===== src/rtl/trap_ctrl_pkg.sv =====
// rtl/trap_ctrl_pkg.sv - CSR addresses, mstatus bit positions and FSM states for trap_ctrl
package trap_ctrl_pkg;

    localparam logic [11:0] CSR_MSTATUS = 12'h300;
    localparam logic [11:0] CSR_MTVEC   = 12'h305;
    localparam logic [11:0] CSR_MEPC    = 12'h341;
    localparam logic [11:0] CSR_MCAUSE  = 12'h342;

    localparam int MSTATUS_MIE    = 3;
    localparam int MSTATUS_MPIE   = 7;
    localparam int MSTATUS_MPP_LO = 11;
    localparam int MSTATUS_MPP_HI = 12;

    typedef enum logic [2:0] {
        IDLE      = 3'd0,
        W_MEPC    = 3'd1,
        W_MCAUSE  = 3'd2,
        W_MSTAT   = 3'd3,
        RET_MSTAT = 3'd4,
        REDIR     = 3'd5
    } trap_state_t;

endpackage


===== src/rtl/trap_mstatus_upd.sv =====
// rtl/trap_mstatus_upd.sv - next-mstatus value for trap entry (ret_mode=0) or mret (ret_mode=1)
module trap_mstatus_upd
    import trap_ctrl_pkg::*;
#(
    parameter int XLEN = 64
) (
    input  logic            ret_mode,
    input  logic [XLEN-1:0] mstatus_in,
    output logic [XLEN-1:0] mstatus_out
);

    always_comb begin
        mstatus_out = mstatus_in;
        if (ret_mode) begin
            mstatus_out[MSTATUS_MIE]  = mstatus_in[MSTATUS_MPIE];
            mstatus_out[MSTATUS_MPIE] = 1'b1;
        end else begin
            mstatus_out[MSTATUS_MPIE] = mstatus_in[MSTATUS_MIE];
            mstatus_out[MSTATUS_MIE]  = 1'b0;
        end
        // Only machine mode exists, so MPP is pinned to M on both paths
        if (XLEN >= 13)
            mstatus_out[MSTATUS_MPP_HI:MSTATUS_MPP_LO] = 2'b11;
    end

endmodule


===== src/rtl/trap_ctrl.sv =====
// rtl/trap_ctrl.sv - machine-mode trap entry / mret sequencer owning the CSR write port
// Optional: TRAP_VECTORED_EN enables vectored interrupt targets from mtvec MODE=1.
module trap_ctrl
    import trap_ctrl_pkg::*;
#(
    parameter int XLEN   = 64,
    parameter int CSR_AW = 12
) (
    input  logic              clk,
    input  logic              rst,
    input  logic              trap_valid,
    input  logic [XLEN-1:0]   trap_cause,
    input  logic [XLEN-1:0]   trap_pc,
    input  logic              mret_valid,
    output logic              trap_ack,
    input  logic              pipe_csr_we,
    input  logic [CSR_AW-1:0] pipe_csr_idx,
    input  logic [XLEN-1:0]   pipe_csr_wdata,
    input  logic [XLEN-1:0]   csr_mtvec,
    input  logic [XLEN-1:0]   csr_mepc,
    input  logic [XLEN-1:0]   csr_mstatus,
    output logic              csr_we,
    output logic [CSR_AW-1:0] csr_idx,
    output logic [XLEN-1:0]   csr_wdata,
    output logic              stall,
    output logic              flush,
    output logic              redirect_valid,
    output logic [XLEN-1:0]   redirect_pc
);

    trap_state_t       state, state_nxt;
    logic [XLEN-1:0]   cap_pc, cap_cause;
    logic [XLEN-1:0]   target, target_nxt;
    logic [XLEN-1:0]   mstatus_new;
    logic [XLEN-1:0]   mtvec_base, entry_target;

    logic              we_c, stall_c, flush_c, redir_c, ack_c;
    logic [CSR_AW-1:0] idx_c;
    logic [XLEN-1:0]   wdata_c, rpc_c;

    trap_mstatus_upd #(.XLEN(XLEN)) u_mstatus_upd (
        .ret_mode    (state == RET_MSTAT),
        .mstatus_in  (csr_mstatus),
        .mstatus_out (mstatus_new)
    );

    assign mtvec_base = {csr_mtvec[XLEN-1:2], 2'b00};

`ifdef TRAP_VECTORED_EN
    // Vector offset 4*cause; the shift drops the top cause bits so the sum wraps mod 2^XLEN
    always_comb begin
        entry_target = mtvec_base;
        if (csr_mtvec[1:0] == 2'b01 && cap_cause[XLEN-1])
            entry_target = mtvec_base + {cap_cause[XLEN-3:0], 2'b00};
    end
`else
    logic unused_mtvec_mode;
    assign unused_mtvec_mode = ^csr_mtvec[1:0];
    assign entry_target      = mtvec_base;
`endif

    always_ff @(posedge clk or posedge rst) begin
        if (rst) begin
            state     <= IDLE;
            cap_pc    <= '0;
            cap_cause <= '0;
            target    <= '0;
        end else begin
            state  <= state_nxt;
            target <= target_nxt;
            if (state == IDLE && trap_valid) begin
                cap_pc    <= trap_pc;
                cap_cause <= trap_cause;
            end
        end
    end

    always_comb begin
        state_nxt  = state;
        target_nxt = target;
        we_c       = 1'b0;
        idx_c      = '0;
        wdata_c    = '0;
        stall_c    = 1'b1;
        flush_c    = 1'b0;
        redir_c    = 1'b0;
        ack_c      = 1'b0;
        rpc_c      = '0;
        case (state)
            IDLE: begin
                stall_c = 1'b0;
                we_c    = pipe_csr_we;
                idx_c   = pipe_csr_idx;
                wdata_c = pipe_csr_wdata;
                if (trap_valid)
                    state_nxt = W_MEPC;
                else if (mret_valid)
                    state_nxt = RET_MSTAT;
            end
            W_MEPC: begin
                we_c      = 1'b1;
                idx_c     = CSR_AW'(CSR_MEPC);
                wdata_c   = cap_pc;
                state_nxt = W_MCAUSE;
            end
            W_MCAUSE: begin
                we_c      = 1'b1;
                idx_c     = CSR_AW'(CSR_MCAUSE);
                wdata_c   = cap_cause;
                state_nxt = W_MSTAT;
            end
            W_MSTAT: begin
                we_c       = 1'b1;
                idx_c      = CSR_AW'(CSR_MSTATUS);
                wdata_c    = mstatus_new;
                target_nxt = entry_target;
                state_nxt  = REDIR;
            end
            RET_MSTAT: begin
                we_c       = 1'b1;
                idx_c      = CSR_AW'(CSR_MSTATUS);
                wdata_c    = mstatus_new;
                target_nxt = csr_mepc;
                state_nxt  = REDIR;
            end
            REDIR: begin
                stall_c   = 1'b0;
                flush_c   = 1'b1;
                redir_c   = 1'b1;
                ack_c     = 1'b1;
                rpc_c     = target;
                state_nxt = IDLE;
            end
            default: state_nxt = IDLE;
        endcase
    end

    // Reset forces every output low immediately, including the IDLE pass-through
    assign csr_we         = we_c & ~rst;
    assign csr_idx        = rst ? '0 : idx_c;
    assign csr_wdata      = rst ? '0 : wdata_c;
    assign stall          = stall_c & ~rst;
    assign flush          = flush_c & ~rst;
    assign redirect_valid = redir_c & ~rst;
    assign redirect_pc    = rst ? '0 : rpc_c;
    assign trap_ack       = ack_c & ~rst;

endmodule


===== config.mk =====
export PLATFORM = sky130hd
export DESIGN_NAME = trap_ctrl
export DESIGN_NICKNAME = d
export VERILOG_FILES = /design/src/rtl/trap_ctrl_pkg.sv /design/src/rtl/trap_mstatus_upd.sv /design/src/rtl/trap_ctrl.sv
export SDC_FILE = /design/constraint.sdc
export NUM_CORES = 1
export LEC_CHECK = 0
export CORE_AREA = 2 2 211 213
export CTS_CLUSTER_DIAMETER = 50
export DETAILED_ROUTE_END_ITERATION = 16
export DIE_AREA = 0 0 213 215
export PLACE_DENSITY = 0.66
export SYNTH_ARGS = -nofsm -noshare
export SYNTH_HDL_FRONTEND = slang
export SYNTH_SLANG_ARGS = --single-unit

===== constraint.sdc =====
create_clock -name clk -period 6.4 [get_ports clk]
set_input_delay 0.64 -clock clk [delete_from_list [all_inputs] [get_ports clk]]
set_output_delay 0.64 -clock clk [all_outputs]
set_load 0.05 [all_outputs]

After elaboration in Yosys (flattened, before gate mapping) --
Index checks and enable logic that the tools add are counted.
Cells by class: eq/ne operators 6, multiplexer cells 15, bitwise logic cells 4, reductions and logical operators 6
Operators by type and width (number):
- case mux 64 bit (4 select lines) | 1
- two-way mux 64 bit | 3
- case mux 64 bit (2 select lines) | 1
- case mux 12 bit (4 select lines) | 1
- two-way mux 12 bit | 1
- case mux 3 bit (4 select lines) | 1
- == test 3 x 2 -> 1 bit (second input constant) | 2
- == test 3 bit (second input constant) | 2
- two-way mux 3 bit | 2
- two-way mux 1 bit | 4
- OR reduction 2 bit | 2
- OR reduction 4 bit | 1
- bitwise AND 1 bit | 3
- == test 3 x 1 -> 1 bit (second input constant) | 1
- logical NOT 3 bit | 1
- inequality test 3 bit (second input constant) | 1
- case mux 1 bit (2 select lines) | 1
- nonzero test 2 bit | 1
- logical AND 1 bit | 1
- NOT 1 bit | 1
Storage, ports and cells: flip-flop bits (word level) 195, input bits 401, output and inout bits 145, word-level logic and storage cells 35

Depth between registers and ports, before layout --
Gate-level depths: netlist of the first run.
depth in word-level cells 4, depth in mapped cells 6, depth with buffers taken out 3

Cells and area by module --
A second synthesis of the first run with hierarchy kept.
Second synthesis, totals: cells, all modules 1023, area total of the unflattened synthesis 11260.8 µm²
By module, submodules not included:
- trap_ctrl | instances 1, cells an instance 958, area each 10777.8 µm², seq. area each 4879.7 µm²
- trap_mstatus_upd | instances 1, cells an instance 65, area each 483.0 µm², seq. area each 0.0 µm²

Least setup slack after synthesis of the first run --
OpenSTA, ideal clock, no wires.
kind in2out, start input rst, end output csr_wdata[3], arrival time 5688 ps, required time 5760 ps, slack 72 ps, cell stages on the path 4, buffers on the path 1, cells stage by stage clkbuf_1 -> inv_1 -> nand4_1 -> o31ai_1
On the way: cells in the longest elaborated chain, start to end 1
Ends and longest elaborated chain:
- start, declared | line trap_ctrl.sv:10 | input logic rst,
- two-way mux 64 bit | line trap_ctrl.sv:141 | assign csr_wdata = rst ? '0 : wdata_c;
- end, declared | line trap_ctrl.sv:24 | output logic [XLEN-1:0] csr_wdata,
Every way passes these cells.

Worst setup path after layout of the first run --
start register state[1], end output csr_wdata[60]
On the way: cells in the longest elaborated chain, start to end 4, elaborated cells on any way between the ends 8, classes of those cells eq/ne (4); mux (2); reduce/logical (2)
Ends and longest elaborated chain:
- start, declared | line trap_ctrl.sv:31 | trap_state_t state, state_nxt;
- start signal, assigned | line trap_ctrl.sv:69 | state <= state_nxt;
- == test 3 x 2 -> 1 bit or == test 3 bit (tied branches) | line trap_ctrl.sv:89 | case (state)
- OR reduction 2 bit (no source line)
- case mux 64 bit (4 select lines) (*) | line trap_ctrl.sv:89
- two-way mux 64 bit (*) | line trap_ctrl.sv:141
Every way passes the cells marked *; elsewhere a longest branch is shown, timed or not.

==> results_tabular.tex, run 1 <==
\begin{tabular}{lr}
\hline
Metric & Value \\
\hline
\multicolumn{2}{l}{\textbf{Hold path}} \\
\quad Type of the tightest min-delay check & flop to flop \\
\multicolumn{2}{l}{\textbf{Yosys}} \\
\quad Share of synthesized area spent on multiplexers & 0.338 \\
\quad Largest family of logic cells by synthesized area & multiplexers \\
\quad Sequential share of the synthesized area & 0.427 \\
\quad Number of cells produced by synthesis & 901 \\
\quad Top-count cell post-synth & sky130\_fd\_sc\_hd\_\_dfrtp\_1 \\
\quad Leading post-synthesis cells by cell area & sky130\_fd\_sc\_hd\_\_dfrtp\_1, sky130\_fd\_sc\_hd\_\_mux2\_2, sky130\_fd\_sc\_hd\_\_mux2\_4 \\
\quad Net count of the mapped netlist & between 1000 and 1500 \\
\quad Ys async rst share & 1.00 \\
\quad Area fraction in and, or, nand and nor cells after synthesis & 0.0841 \\
\quad Top cells by count, synth & sky130\_fd\_sc\_hd\_\_dfrtp\_1, sky130\_fd\_sc\_hd\_\_mux2\_2, sky130\_fd\_sc\_hd\_\_mux2\_4 \\
\quad Synthesized area divided by synthesized cell count & 12.7 um2 \\
\quad Fraction of the mapped netlist area in adder cells & 0 \\
\quad Unique masters post-synth & 38 \\
\quad Synthesized area & approximately 0.011 mm2 \\
\quad Flops \& latches, synth & approximately 200 \\
\quad Post-Synth XOR/XNOR Area & 0.000766 \\
\quad Number of warnings printed during yosys synthesis & 0 \\
\quad Compound-gate portion of the synthesized area & 0.0970 \\
\quad Post-synth EDFFs & 0 \\
\quad Most frequently used flop master after synthesis & sky130\_fd\_sc\_hd\_\_dfrtp\_1 \\
\quad Post-synth top area cell & sky130\_fd\_sc\_hd\_\_dfrtp\_1 \\
\quad Area share of the leading cell type in the synthesized netlist & 0.427 \\
\multicolumn{2}{l}{\textbf{Place}} \\
\quad RD Place Congestion & 0.825 \\
\quad Count of input and output buffers & $\sim$540 \\
\quad Setup slack at placement & between 2 and 2.5 ns \\
\quad Detail Placement HPWL & 30000 um \\
\quad Post-detailed-placement cell area & around 0.017 mm2 \\
\multicolumn{2}{l}{\textbf{Global routing}} \\
\quad Total gr overflow & 0 \\
\quad Wire length of the first global-routing pass & 59200 um \\
\quad Total routing usage reported by global routing & 0.174 \\
\quad Largest net degree at the start of global routing & roughly 130 \\
\quad Vias in the first global route & slightly below 10000 \\
\quad Antenna violations before repair & 2 \\
\multicolumn{2}{l}{\textbf{Timing}} \\
\quad Max Clock Freq & 0.218 GHz \\
\quad Final critical-path required period & 4.58 ns \\
\quad Unrepaired setup endpoints after global routing & no \\
\quad Clock skew after layout & $\sim$0.0087 ns \\
\quad Sum of negative setup slack & 0 ns \\
\quad Number of hold-slack violations in the final timing report & 0 \\
\quad Final cycle utilization of the critical path & 0.716 \\
\quad Worst setup slack after layout & 1.82 ns \\
\quad Number of max-slew violations in the final report & 0 \\
\quad Setup violations, final & 0 \\
\quad Worst slew margin & 0.125 \\
\quad Actual slew at the worst max-slew pin & 1.31 ns \\
\multicolumn{2}{l}{\textbf{Drt}} \\
\quad 1st-pass router iterations & 9 \\
\quad Vias & between 9000 and 10000 \\
\quad Number of DRC markers after the initial detailed-route iteration & $\sim$400 \\
\quad Detail Route Antenna Nets & 0 \\
\quad Average routed wire per standard cell & between 20 and 25 um \\
\quad Number of DRC violations after detailed routing & 0 \\
\quad Final Routed Wirelength & 40800 um \\
\quad Ratio of routed vias to standard cells & roughly 4.6 \\
\multicolumn{2}{l}{\textbf{Final layout}} \\
\quad Filler Cell Count & about 4200 \\
\quad Layout overhead on the synthesized area & 55.2\% \\
\quad Layout Utilization & 0.407 \\
\quad NumNets Final & approximately 1800 \\
\quad Share of post-route cells with drive strength above 1 & 0.214 \\
\quad Final design area excluding fillers & 0.0177 mm2 \\
\multicolumn{2}{l}{\textbf{Clock tree}} \\
\quad Post-CTS sizing & 0 \\
\quad Clock transition time at the flip-flop clock pins of the worst setup and hold paths & approximately 0.07 ns \\
\quad H-tree level count & 4 \\
\quad Hold-fix buffers at CTS & 0 \\
\quad Clock tree root driver cell & sky130\_fd\_sc\_hd\_\_clkbuf\_16 \\
\quad Cts bufs inserted & 17 \\
\quad Clock tree from TritonCTS & built \\
\quad Skew-Pair Late Insertion Delay & roughly 0.46 ns \\
\quad CTS Buffer Depth & 2 \\
\quad Number of buffers inserted to repair setup after CTS & 0 \\
\quad Clock sink count & a little under 200 \\
\multicolumn{2}{l}{\textbf{Floorplanning}} \\
\quad Die height & about 220 um \\
\quad Starting density of the core & 0.262 \\
\quad Die Wd & roughly 210 um \\
\quad DIE AREA & around 0.046 mm2 \\
\quad Core region area & $\sim$0.044 mm2 \\
\quad I/O pin count & $\sim$550 \\
\quad Core Rows & 77 \\
\multicolumn{2}{l}{\textbf{Worst setup path}} \\
\quad Max FO, Critical Path & 46 \\
\quad Sort of element at the start of the critical path & flop \\
\quad Required @ worst endpoint & roughly 5.8 ns \\
\quad WP data arrival & 3.94 ns \\
\quad Critical path start-end classification & flop to primary output \\
\quad Critical Path Sink Type & primary output \\
\multicolumn{2}{l}{\textbf{Power}} \\
\quad Power density over cell area & around 440 mW/mm2 \\
\quad Cell leakage power & about 7.0 nW \\
\quad Overall Power & between 0.007 and 0.008 W \\
\quad Largest vdd supply drop & approximately 0.29 mV \\
\multicolumn{2}{l}{\textbf{Status}} \\
\quad Run status & finished, final reports clean \\
\multicolumn{2}{l}{\textbf{Run}} \\
\quad Number of maximum-capacitance constraint violations & 0 \\
\hline
\end{tabular}
## power by group
part / internal, W / switching (W) / total (W) / leakage, nW
Combinational: 0.00211 / 0.00227 / 0.00438 / 4.45
Sequential: 0.00188 / 0.000402 / 0.00228 / 2.30
Clock: 0.000597 / 0.000496 / 0.00109 / 0.274
Total: 0.00458 / 0.00317 / 0.00776 / 7.02
## area by class of cell
cell class | instances | area (um2) | share of cell area
Multi-Input combinational cell | 621 | 5970 | 0.336
Sequential cell | 195 | 4890 | 0.275
Timing Repair Buffer | 557 | 5550 | 0.313
Clock buffer | 24 | 472 | 0.0266
Inverter | 4 | 22.5 | 0.00127
Antenna cell | 1 | 2.50 | 0.000141
Clock inverter | 8 | 103 | 0.00578
Tap cell | 592 | 741 | 0.0417
## worst paths after layout
check | from | to | slack [ns] | depth (start not counted)
worst max-delay path | state[1] | csr_wdata[60] | 1.82 | 4
worst min-delay path | target[50] | target[50] | 0.48 | 1
worst max register to register | state[2] | target[60] | 3.64 | 5
worst min register to register | target[50] | target[50] | 0.48 | 1
max in group asynchronous | rst | state[2] | 3.82 | 4
min in group asynchronous | rst | cap_pc[16] | 0.91 | 3
## stage by stage
step                      cells  hold slack (ns)
after floorplan             901            0.449
after global placement     1969            0.463
after detailed placement   1969            0.471
after CTS                  2001            0.488
after global routing       2001            0.506
final                      2002            0.481
## layer usage
| layer | wire (um) | share of wire | track usage |
|---|---|---|---|
| met4 | 1160 | 0.028 | 0.0648 |
| met3 | 3380 | 0.083 | 0.0547 |
| met2 | 20000 | 0.49 | 0.298 |
| met5 | 13 | 0.00032 | 0 |
| met1 | 16200 | 0.40 | 0.201 |
## placed cells by master (no fill, tap or decap), types with 2 or more instances in the layout
| cell type | n |
|---|---|
| sky130_fd_sc_hd__clkdlybuf4s50_1 | 541 |
| sky130_fd_sc_hd__dfrtp_1 | 192 |
| sky130_fd_sc_hd__mux2_2 | 141 |
| sky130_fd_sc_hd__mux2_4 | 100 |
| sky130_fd_sc_hd__and2_1 | 72 |
| sky130_fd_sc_hd__mux2_1 | 40 |
| sky130_fd_sc_hd__a21oi_1 | 34 |
| sky130_fd_sc_hd__a22o_1 | 34 |
| sky130_fd_sc_hd__mux2i_1 | 32 |
| sky130_fd_sc_hd__o2bb2ai_1 | 32 |
| sky130_fd_sc_hd__nor2b_1 | 30 |
| sky130_fd_sc_hd__nand2_1 | 29 |
| sky130_fd_sc_hd__a222oi_1 | 29 |
| sky130_fd_sc_hd__clkbuf_16 | 17 |
| sky130_fd_sc_hd__buf_4 | 15 |
| sky130_fd_sc_hd__nor2_1 | 14 |
| sky130_fd_sc_hd__nor3_1 | 5 |
| sky130_fd_sc_hd__clkbuf_1 | 5 |
| sky130_fd_sc_hd__o21ai_0 | 4 |
| sky130_fd_sc_hd__inv_1 | 3 |
| sky130_fd_sc_hd__or2_2 | 3 |
| sky130_fd_sc_hd__a211o_1 | 3 |
| sky130_fd_sc_hd__nor3b_4 | 2 |
| sky130_fd_sc_hd__nor2_2 | 2 |
| sky130_fd_sc_hd__nand3b_1 | 2 |
| sky130_fd_sc_hd__bufinv_16 | 2 |
| sky130_fd_sc_hd__clkbuf_8 | 2 |
| sky130_fd_sc_hd__clkinv_2 | 2 |
| sky130_fd_sc_hd__clkinvlp_4 | 2 |
| sky130_fd_sc_hd__clkinv_4 | 2 |
| sky130_fd_sc_hd__dfrtp_2 | 2 |
## critical path, cell delays in order, from the launching register on
cell,delay (ns)
sky130_fd_sc_hd__dfrtp_4,0.92
sky130_fd_sc_hd__and2_1,1.11
sky130_fd_sc_hd__a222oi_1,0.35
sky130_fd_sc_hd__a21oi_1,0.24
sky130_fd_sc_hd__clkdlybuf4s50_1,0.84
## registers in the layout, summed over array words and instances, names as in the netlist
| register | flops |
|---|---|
| target | 64 |
| state | 3 |
| cap_pc | 64 |
| cap_cause | 64 |
## kinds of logic after synthesis
logic type | after synthesis
muxes | 313
DFF | 195
and+or+nand+nor | 168
AOI/OAI and AO/OA | 139
buffers and inverters | 85
xor gates and xnor gates | 1
(Power assumes the default switching activity.)
==> run 2: changes to the inputs <==
--- a/config.mk
+++ b/config.mk
@@ -5,11 +5,11 @@
 export SDC_FILE = /design/constraint.sdc
 export NUM_CORES = 1
 export LEC_CHECK = 0
-export CORE_AREA = 2 2 211 213
+export CORE_AREA = 2 2 212 214
 export CTS_CLUSTER_DIAMETER = 50
 export DETAILED_ROUTE_END_ITERATION = 16
-export DIE_AREA = 0 0 213 215
-export PLACE_DENSITY = 0.66
+export DIE_AREA = 0 0 214 216
+export PLACE_DENSITY = 0.63
 export SYNTH_ARGS = -nofsm -noshare
 export SYNTH_HDL_FRONTEND = slang
 export SYNTH_SLANG_ARGS = --single-unit
==> constraint.sdc (replaced) <==
create_clock -name clk -period 4.3 [get_ports clk]
set_input_delay 0.43 -clock clk [delete_from_list [all_inputs] [get_ports clk]]
set_output_delay 0.43 -clock clk [all_outputs]
set_load 0.05 [all_outputs]
==> run 2 against run 1 <==
  * Die area grew 0.94%
  * Cell area is essentially flat
  * Combinational power grew 49%
  * Register-to-register slack lost 2.5 ns
  * Utilization shrank 0.16 points
  * Clock power grew 36%
  * Hold slack gained 0.0024 ns
  * Critical path type unchanged
  * Largest cell class unchanged
==> results_tabular.tex, run 2 (synthesis results as in run 1) <==
\begin{tabular}{lr}
\hline
Metric & Value \\
\hline
\multicolumn{2}{l}{\textbf{Drt}} \\
\quad Number of DRC violations after detailed routing & 0 (unchanged) \\
\quad Number of DRC markers after the initial detailed-route iteration & 507 (+27\%) \\
\quad Average routed wire per standard cell & 20.1 um (-1.4\%) \\
\quad Detail Route Antenna Nets & 0 (unchanged) \\
\quad 1st-pass router iterations & 6 (-3) \\
\quad Final Routed Wirelength & 40400 um (-1.1\%) \\
\quad Ratio of routed vias to standard cells & 4.61 (-0.41\%) \\
\quad Vias & 9258 (-0.11\%) \\
\multicolumn{2}{l}{\textbf{Final layout}} \\
\quad Layout overhead on the synthesized area & 55.3\% (about the same) \\
\quad Area of combinational cells with multiple inputs & 0.00599 mm2 (+0.31\%) \\
\quad Layout Utilization & 0.405 (-0.00162) \\
\quad NumNets Final & 1801 (+0.22\%) \\
\quad Filler Cell Count & 4202 (+0.41\%) \\
\quad Most common cell after layout, fill and taps aside & sky130\_fd\_sc\_hd\_\_clkdlybuf4s50\_1 \\
\quad Storage cell area & 0.00489 mm2 (unchanged) \\
\quad Highest-count cells in the layout ignoring fill and taps & sky130\_fd\_sc\_hd\_\_clkdlybuf4s50\_1, sky130\_fd\_sc\_hd\_\_dfrtp\_1, sky130\_fd\_sc\_hd\_\_mux2\_2, sky130\_fd\_sc\_hd\_\_mux2\_4, sky130\_fd\_sc\_hd\_\_and2\_1 \\
\quad Share of post-route cells with drive strength above 1 & 0.231 (+0.0173) \\
\quad Biggest regs & cap\_cause: 64 flops, cap\_pc: 64 flops, target: 64 flops \\
\multicolumn{2}{l}{\textbf{Floorplanning}} \\
\quad Core region area & 0.0438 mm2 (+0.44\%) \\
\quad Die height & 216 um (+0.47\%) \\
\quad DIE AREA & 0.0462 mm2 (+0.94\%) \\
\quad Die Wd & 214 um (+0.47\%) \\
\quad Core Rows & 77 (unchanged) \\
\quad Starting density of the core & 0.261 (-0.00115) \\
\quad I/O pin count & 546 (unchanged) \\
\multicolumn{2}{l}{\textbf{Timing}} \\
\quad Setup violations, final & 0 (unchanged) \\
\quad Final cycle utilization of the critical path & 0.922 \\
\quad Sum of negative setup slack & 0 ns (unchanged) \\
\quad Number of hold-slack violations in the final timing report & 0 (unchanged) \\
\quad Number of max-slew violations in the final report & 0 (unchanged) \\
\quad Actual slew at the worst max-slew pin & 1.28 ns (-0.0312 ns) \\
\quad Clock skew after layout & 0.0104 ns (+0.00177 ns) \\
\quad Max Clock Freq & 0.252 GHz \\
\quad Final critical-path required period & about 4.0 ns \\
\quad Worst setup slack after layout & 0.334 ns (-1.49 ns) \\
\quad Worst slew margin & 0.146 (+0.0208) \\
\quad Unrepaired setup endpoints after global routing & no \\
\multicolumn{2}{l}{\textbf{Worst setup path}} \\
\quad Startpoint of the worst register-to-register path & state[2] \\
\quad Max FO, Critical Path & 29 (-37\%) \\
\quad Sort of element at the start of the critical path & flop \\
\quad WP data arrival & 3.54 ns (-0.40 ns) \\
\quad Required @ worst endpoint & 3.87 ns (-1.89 ns) \\
\quad Critical Path Sink Type & primary output \\
\quad Worst r2r path cells & 5 (unchanged) \\
\quad Critical path startpoint & state[1] \\
\quad Critical path start-end classification & flop to primary output \\
\multicolumn{2}{l}{\textbf{Global routing}} \\
\quad Total gr overflow & 0 (unchanged) \\
\quad Wire length of the first global-routing pass & 60500 um (+2.3\%) \\
\quad Total routing usage reported by global routing & 0.172 (-0.00202) \\
\quad Largest net degree at the start of global routing & 155 (+22\%) \\
\quad Vias in the first global route & 9809 (+0.44\%) \\
\quad Antenna violations before repair & 4 (+2) \\
\multicolumn{2}{l}{\textbf{Clock tree}} \\
\quad Clock tree from TritonCTS & built \\
\quad Clock tree root driver cell & sky130\_fd\_sc\_hd\_\_clkbuf\_16 \\
\quad Skew-Pair Late Insertion Delay & 0.46 ns (about the same) \\
\quad Number of buffers inserted to repair setup after CTS & 0 (unchanged) \\
\quad H-tree level count & 4 (unchanged) \\
\quad Post-CTS sizing & 0 (unchanged) \\
\quad Hold-fix buffers at CTS & 0 (unchanged) \\
\quad Clock sink count & 195 (unchanged) \\
\quad Clock transition time at the flip-flop clock pins of the worst setup and hold paths & 0.07 ns (about the same) \\
\quad CTS Buffer Depth & 2 (unchanged) \\
\quad Cts bufs inserted & 17 (unchanged) \\
\multicolumn{2}{l}{\textbf{Place}} \\
\quad RD Place Congestion & 0.861 (+4.3\%) \\
\quad Detail Placement HPWL & 30300 um (+1.0\%) \\
\quad Count of input and output buffers & 541 (unchanged) \\
\quad Setup slack at placement & 0.884 ns (-1.44 ns) \\
\multicolumn{2}{l}{\textbf{Power}} \\
\quad Power density over cell area & 641 mW/mm2 (+47\%) \\
\quad Cell leakage power & 7.06 nW (+0.58\%) \\
\quad Largest vdd supply drop & 0.373 mV (+30\%) \\
\multicolumn{2}{l}{\textbf{Hold path}} \\
\quad Type of the tightest min-delay check & flop to flop \\
\quad Hold wc startpoint & target[41] \\
\quad Number of cells on the worst hold path & 1 (unchanged) \\
\multicolumn{2}{l}{\textbf{Status}} \\
\quad Run status & finished, final reports clean \\
\multicolumn{2}{l}{\textbf{Run}} \\
\quad Number of maximum-capacitance constraint violations & 0 (unchanged) \\
\hline
\end{tabular}
[run 2: path summary, 6_finish.rpt]
path | end | slack [ns]
worst min register to register | target[41] | 0.48
max in group asynchronous | state[1] | 2.25
worst max-delay path | csr_wdata[37] | 0.33
min in group asynchronous | cap_pc[3] | 0.79
worst min-delay path | target[41] | 0.48
worst max register to register | target[23] | 1.12
[run 2: cell type report]
cell class,instances,area share
clock inverter,10,0.00360
antenna,4,0.000564
multi-input combinational,621,0.337
timing repair buffer,561,0.315
tap,592,0.0417
inverter,4,0.00106
sequential,195,0.275
clock buffer,21,0.0254
[run 2: where the power goes]
group / total (W) / leakage [nW] / internal (W) / switching (W)
sequential: 0.00338 / 2.30 / 0.00280 / 0.000584
combinational: 0.00652 / 4.52 / 0.00316 / 0.00336
clock: 0.00148 / 0.245 / 0.000747 / 0.000733
total: 0.0114 / 7.06 / 0.00670 / 0.00468
[run 2: critical path, stage by stage (launching register included)]
cell and delay [ns]:
sky130_fd_sc_hd__dfrtp_4 0.63, sky130_fd_sc_hd__and2_1 1.05, sky130_fd_sc_hd__a222oi_1 0.26, sky130_fd_sc_hd__a21oi_1 0.26, sky130_fd_sc_hd__clkdlybuf4s50_1 0.87
[run 2: metrics by stage]
step                      std cells  power [W]  hold WS, ns  cell area [um2]
final                          2008     0.0114        0.483            17700
after global routing           2006     0.0120        0.490            17700
after CTS                      2004     0.0115        0.485            17700
after detailed placement       1973    0.00998        0.468            17200
after global placement         1973    0.00988        0.464            17200
after floorplan                 901    0.00814        0.449            11500
[run 2: metal layers]
layer,up-vias,GRT usage,wire (um)
met5,-,0,11
met4,2,0.0613,664
met3,37,0.0505,2900
met2,394,0.298,20300
met1,4524,0.201,16500
li1,4301,-,-
==> run 3: changes to the inputs <==
--- a/config.mk
+++ b/config.mk
@@ -5,6 +5,7 @@
 export SDC_FILE = /design/constraint.sdc
 export NUM_CORES = 1
 export LEC_CHECK = 0
+export CAP_MARGIN = 20
 export CORE_AREA = 2 2 212 214
 export CTS_CLUSTER_DIAMETER = 50
 export DETAILED_ROUTE_END_ITERATION = 16
==> run 3 against run 2 <==
  * Fmax up 3.6%
  * Die area unchanged
  * Sequential power about the same
  * Utilization increased by 0.15 points
  * Via count fell by 0.43%
  * Critical path type unchanged
  * Critical endpoint is now csr_wdata[51]
==> results_tabular.tex, run 3 (synthesis results as in run 1) <==
\begin{tabular}{lr}
\hline
Metric & Value \\
\hline
\multicolumn{2}{l}{\textbf{Timing}} \\
\quad Max Clock Freq & 0.261 GHz (+3.6\%) \\
\quad Unrepaired setup endpoints after global routing & no \\
\quad Number of max-slew violations in the final report & 0 (unchanged) \\
\quad Number of hold-slack violations in the final timing report & 0 (unchanged) \\
\quad Clock skew after layout & 0.00937 ns (-0.00106 ns) \\
\quad Worst setup slack after layout & 0.470 ns (+0.136 ns) \\
\quad Final critical-path required period & 3.83 ns (-0.136 ns) \\
\quad Actual slew at the worst max-slew pin & 0.878 ns (-0.404 ns) \\
\quad Setup violations, final & 0 (unchanged) \\
\quad Final cycle utilization of the critical path & 0.891 (-0.0317) \\
\quad Sum of negative setup slack & 0 ns (unchanged) \\
\quad Worst slew margin & 0.415 (+0.269) \\
\multicolumn{2}{l}{\textbf{Final layout}} \\
\quad Number of standard cells in the layout, taps in and fillers out & 2008 (unchanged) \\
\quad Share of post-route cells with drive strength above 1 & 0.232 (+0.00125) \\
\quad Highest-count cells in the layout ignoring fill and taps & sky130\_fd\_sc\_hd\_\_clkdlybuf4s50\_1, sky130\_fd\_sc\_hd\_\_dfrtp\_1, sky130\_fd\_sc\_hd\_\_mux2\_2, sky130\_fd\_sc\_hd\_\_mux2\_4, sky130\_fd\_sc\_hd\_\_and2\_1 \\
\quad Most common cell after layout, fill and taps aside & sky130\_fd\_sc\_hd\_\_clkdlybuf4s50\_1 \\
\quad Layout overhead on the synthesized area & 55.8\% \\
\quad NumNets Final & 1802 (+0.056\%) \\
\quad Final design area excluding fillers & 0.0178 mm2 (+0.38\%) \\
\quad Biggest regs & cap\_cause: 64 flops, cap\_pc: 64 flops, target: 64 flops \\
\multicolumn{2}{l}{\textbf{Clock tree}} \\
\quad Clock tree from TritonCTS & built \\
\quad Skew-Pair Late Insertion Delay & 0.46 ns (about the same) \\
\quad Clock transition time at the flip-flop clock pins of the worst setup and hold paths & 0.07 ns (about the same) \\
\quad CTS Buffer Depth & 2 (unchanged) \\
\quad Clock tree root driver cell & sky130\_fd\_sc\_hd\_\_clkbuf\_16 \\
\quad Number of buffers inserted to repair setup after CTS & 0 (unchanged) \\
\quad Cts bufs inserted & 17 (unchanged) \\
\quad Hold-fix buffers at CTS & 0 (unchanged) \\
\quad Post-CTS sizing & 0 (unchanged) \\
\quad Clock sink count & 195 (unchanged) \\
\quad H-tree level count & 4 (unchanged) \\
\multicolumn{2}{l}{\textbf{Global routing}} \\
\quad Vias in the first global route & 9874 (+0.66\%) \\
\quad Wire length of the first global-routing pass & 61200 um (+1.0\%) \\
\quad Routing layer with the top usage in global route & met2 \\
\quad Largest net degree at the start of global routing & 155 (unchanged) \\
\quad Total gr overflow & 0 (unchanged) \\
\quad Global-route met3 utilization & 0.0561 (+0.00564) \\
\quad Routing usage on met2 & 0.293 (-0.00433) \\
\quad Met1 Usage GRT & 0.207 (+0.00531) \\
\quad Total routing usage reported by global routing & 0.174 (+0.00183) \\
\quad Antenna violations before repair & 3 (-1) \\
\multicolumn{2}{l}{\textbf{Floorplanning}} \\
\quad Die Wd & 214 um (unchanged) \\
\quad Core region area & 0.0438 mm2 (unchanged) \\
\quad Die height & 216 um (unchanged) \\
\quad Starting density of the core & 0.261 (unchanged) \\
\quad I/O pin count & 546 (unchanged) \\
\quad DIE AREA & 0.0462 mm2 (unchanged) \\
\quad Core Rows & 77 (unchanged) \\
\multicolumn{2}{l}{\textbf{Drt}} \\
\quad Average routed wire per standard cell & 20.2 um (+0.50\%) \\
\quad Detail Route Antenna Nets & 0 (unchanged) \\
\quad Vias & 9218 (-0.43\%) \\
\quad Ratio of routed vias to standard cells & 4.59 (-0.43\%) \\
\quad Number of DRC markers after the initial detailed-route iteration & 542 (+6.9\%) \\
\quad 1st-pass router iterations & 7 (+1) \\
\quad Final Routed Wirelength & 40600 um (+0.50\%) \\
\quad Number of DRC violations after detailed routing & 0 (unchanged) \\
\multicolumn{2}{l}{\textbf{Place}} \\
\quad RD Place Congestion & 0.861 (unchanged) \\
\quad Setup slack at placement & 0.899 ns (+0.0146 ns) \\
\quad Number of cells in the design after placement & 1974 (+0.051\%) \\
\quad Detail Placement HPWL & 30400 um (+0.24\%) \\
\quad Count of input and output buffers & 541 (unchanged) \\
\quad Post-detailed-placement cell area & 0.0173 mm2 (+0.16\%) \\
\multicolumn{2}{l}{\textbf{Worst setup path}} \\
\quad Kind of cell adding the most delay to the critical path & buffers and inverters \\
\quad Critical Path Max Stage Delay & 0.85 ns (-0.20 ns) \\
\quad WP data arrival & 3.40 ns (-0.14 ns) \\
\quad WP buf/inv & 3 (+2) \\
\quad Critical Path Sink Type & primary output \\
\quad Sort of element at the start of the critical path & flop \\
\quad Critical path start-end classification & flop to primary output \\
\quad Worst r2r path cells & 5 (unchanged) \\
\quad Required @ worst endpoint & 3.87 ns (about the same) \\
\quad Critical-path cell with the highest stage delay & sky130\_fd\_sc\_hd\_\_clkdlybuf4s50\_1 \\
\quad Path length in cells of the critical path & 6 (+2) \\
\quad Cell Chain, Critical Path & buf\_4 -> nor3b\_4 -> buf\_4 -> nand2\_1 -> a21oi\_1 -> clkdlybuf4s50\_1 \\
\quad Max FO, Critical Path & 31 (+6.9\%) \\
\quad Library cell appearing most often on the critical path & sky130\_fd\_sc\_hd\_\_buf\_4 \\
\multicolumn{2}{l}{\textbf{Run}} \\
\quad Number of maximum-capacitance constraint violations & 0 (unchanged) \\
\multicolumn{2}{l}{\textbf{Power}} \\
\quad Largest vdd supply drop & 0.336 mV (-10\%) \\
\quad Power density over cell area & 646 mW/mm2 (+0.73\%) \\
\quad Cell leakage power & 7.09 nW (+0.39\%) \\
\quad Overall Power & 0.0115 W (+1.1\%) \\
\multicolumn{2}{l}{\textbf{Hold path}} \\
\quad Type of the tightest min-delay check & flop to flop \\
\quad Number of cells on the worst hold path & 1 (unchanged) \\
\multicolumn{2}{l}{\textbf{Status}} \\
\quad Run status & finished, final reports clean \\
\hline
\end{tabular}
[run 3: per-layer routing]
| layer | share of wire | vias up |
|---|---|---|
| met5 | 0 | - |
| met4 | 0.022 | 0 |
| met3 | 0.078 | 39 |
| met2 | 0.49 | 388 |
| met1 | 0.41 | 4500 |
| li1 | - | 4291 |
[run 3: worst paths after layout]
| path | startpoint | end | slack [ns] |
|---|---|---|---|
| max | state[2] | csr_wdata[51] | 0.47 |
| min | target[47] | target[47] | 0.48 |
| max reg2reg | state[2] | target[63] | 1.13 |
| min reg2reg | target[47] | target[47] | 0.48 |
| max in group asynchronous | rst | state[1] | 2.24 |
| min in group asynchronous | rst | cap_cause[3] | 0.78 |
[run 3: cell type report]
class	instances	area, um2
diodes	3	7.51
clock buffers	22	474
clock inverters	9	82.6
fillers	4204	26000
inverters	4	18.8
multi-input cells	621	5990
flip-flops and latches	195	4890
well taps	592	741
repair buffers	562	5620
[run 3: stage by stage]
| stage | hold slack (ns) | utilization |
|---|---|---|
| final | 0.481 | 0.406 |
| after global routing | 0.499 | 0.406 |
| after CTS | 0.487 | 0.406 |
| after detailed placement | 0.471 | 0.394 |
| after global placement | 0.464 | 0.393 |
| after floorplan | 0.449 | - |
[run 3: power breakdown]
part	internal, W	switching (W)
clock	0.000838	0.000748
sequential	0.00280	0.000582
combinational	0.00318	0.00336
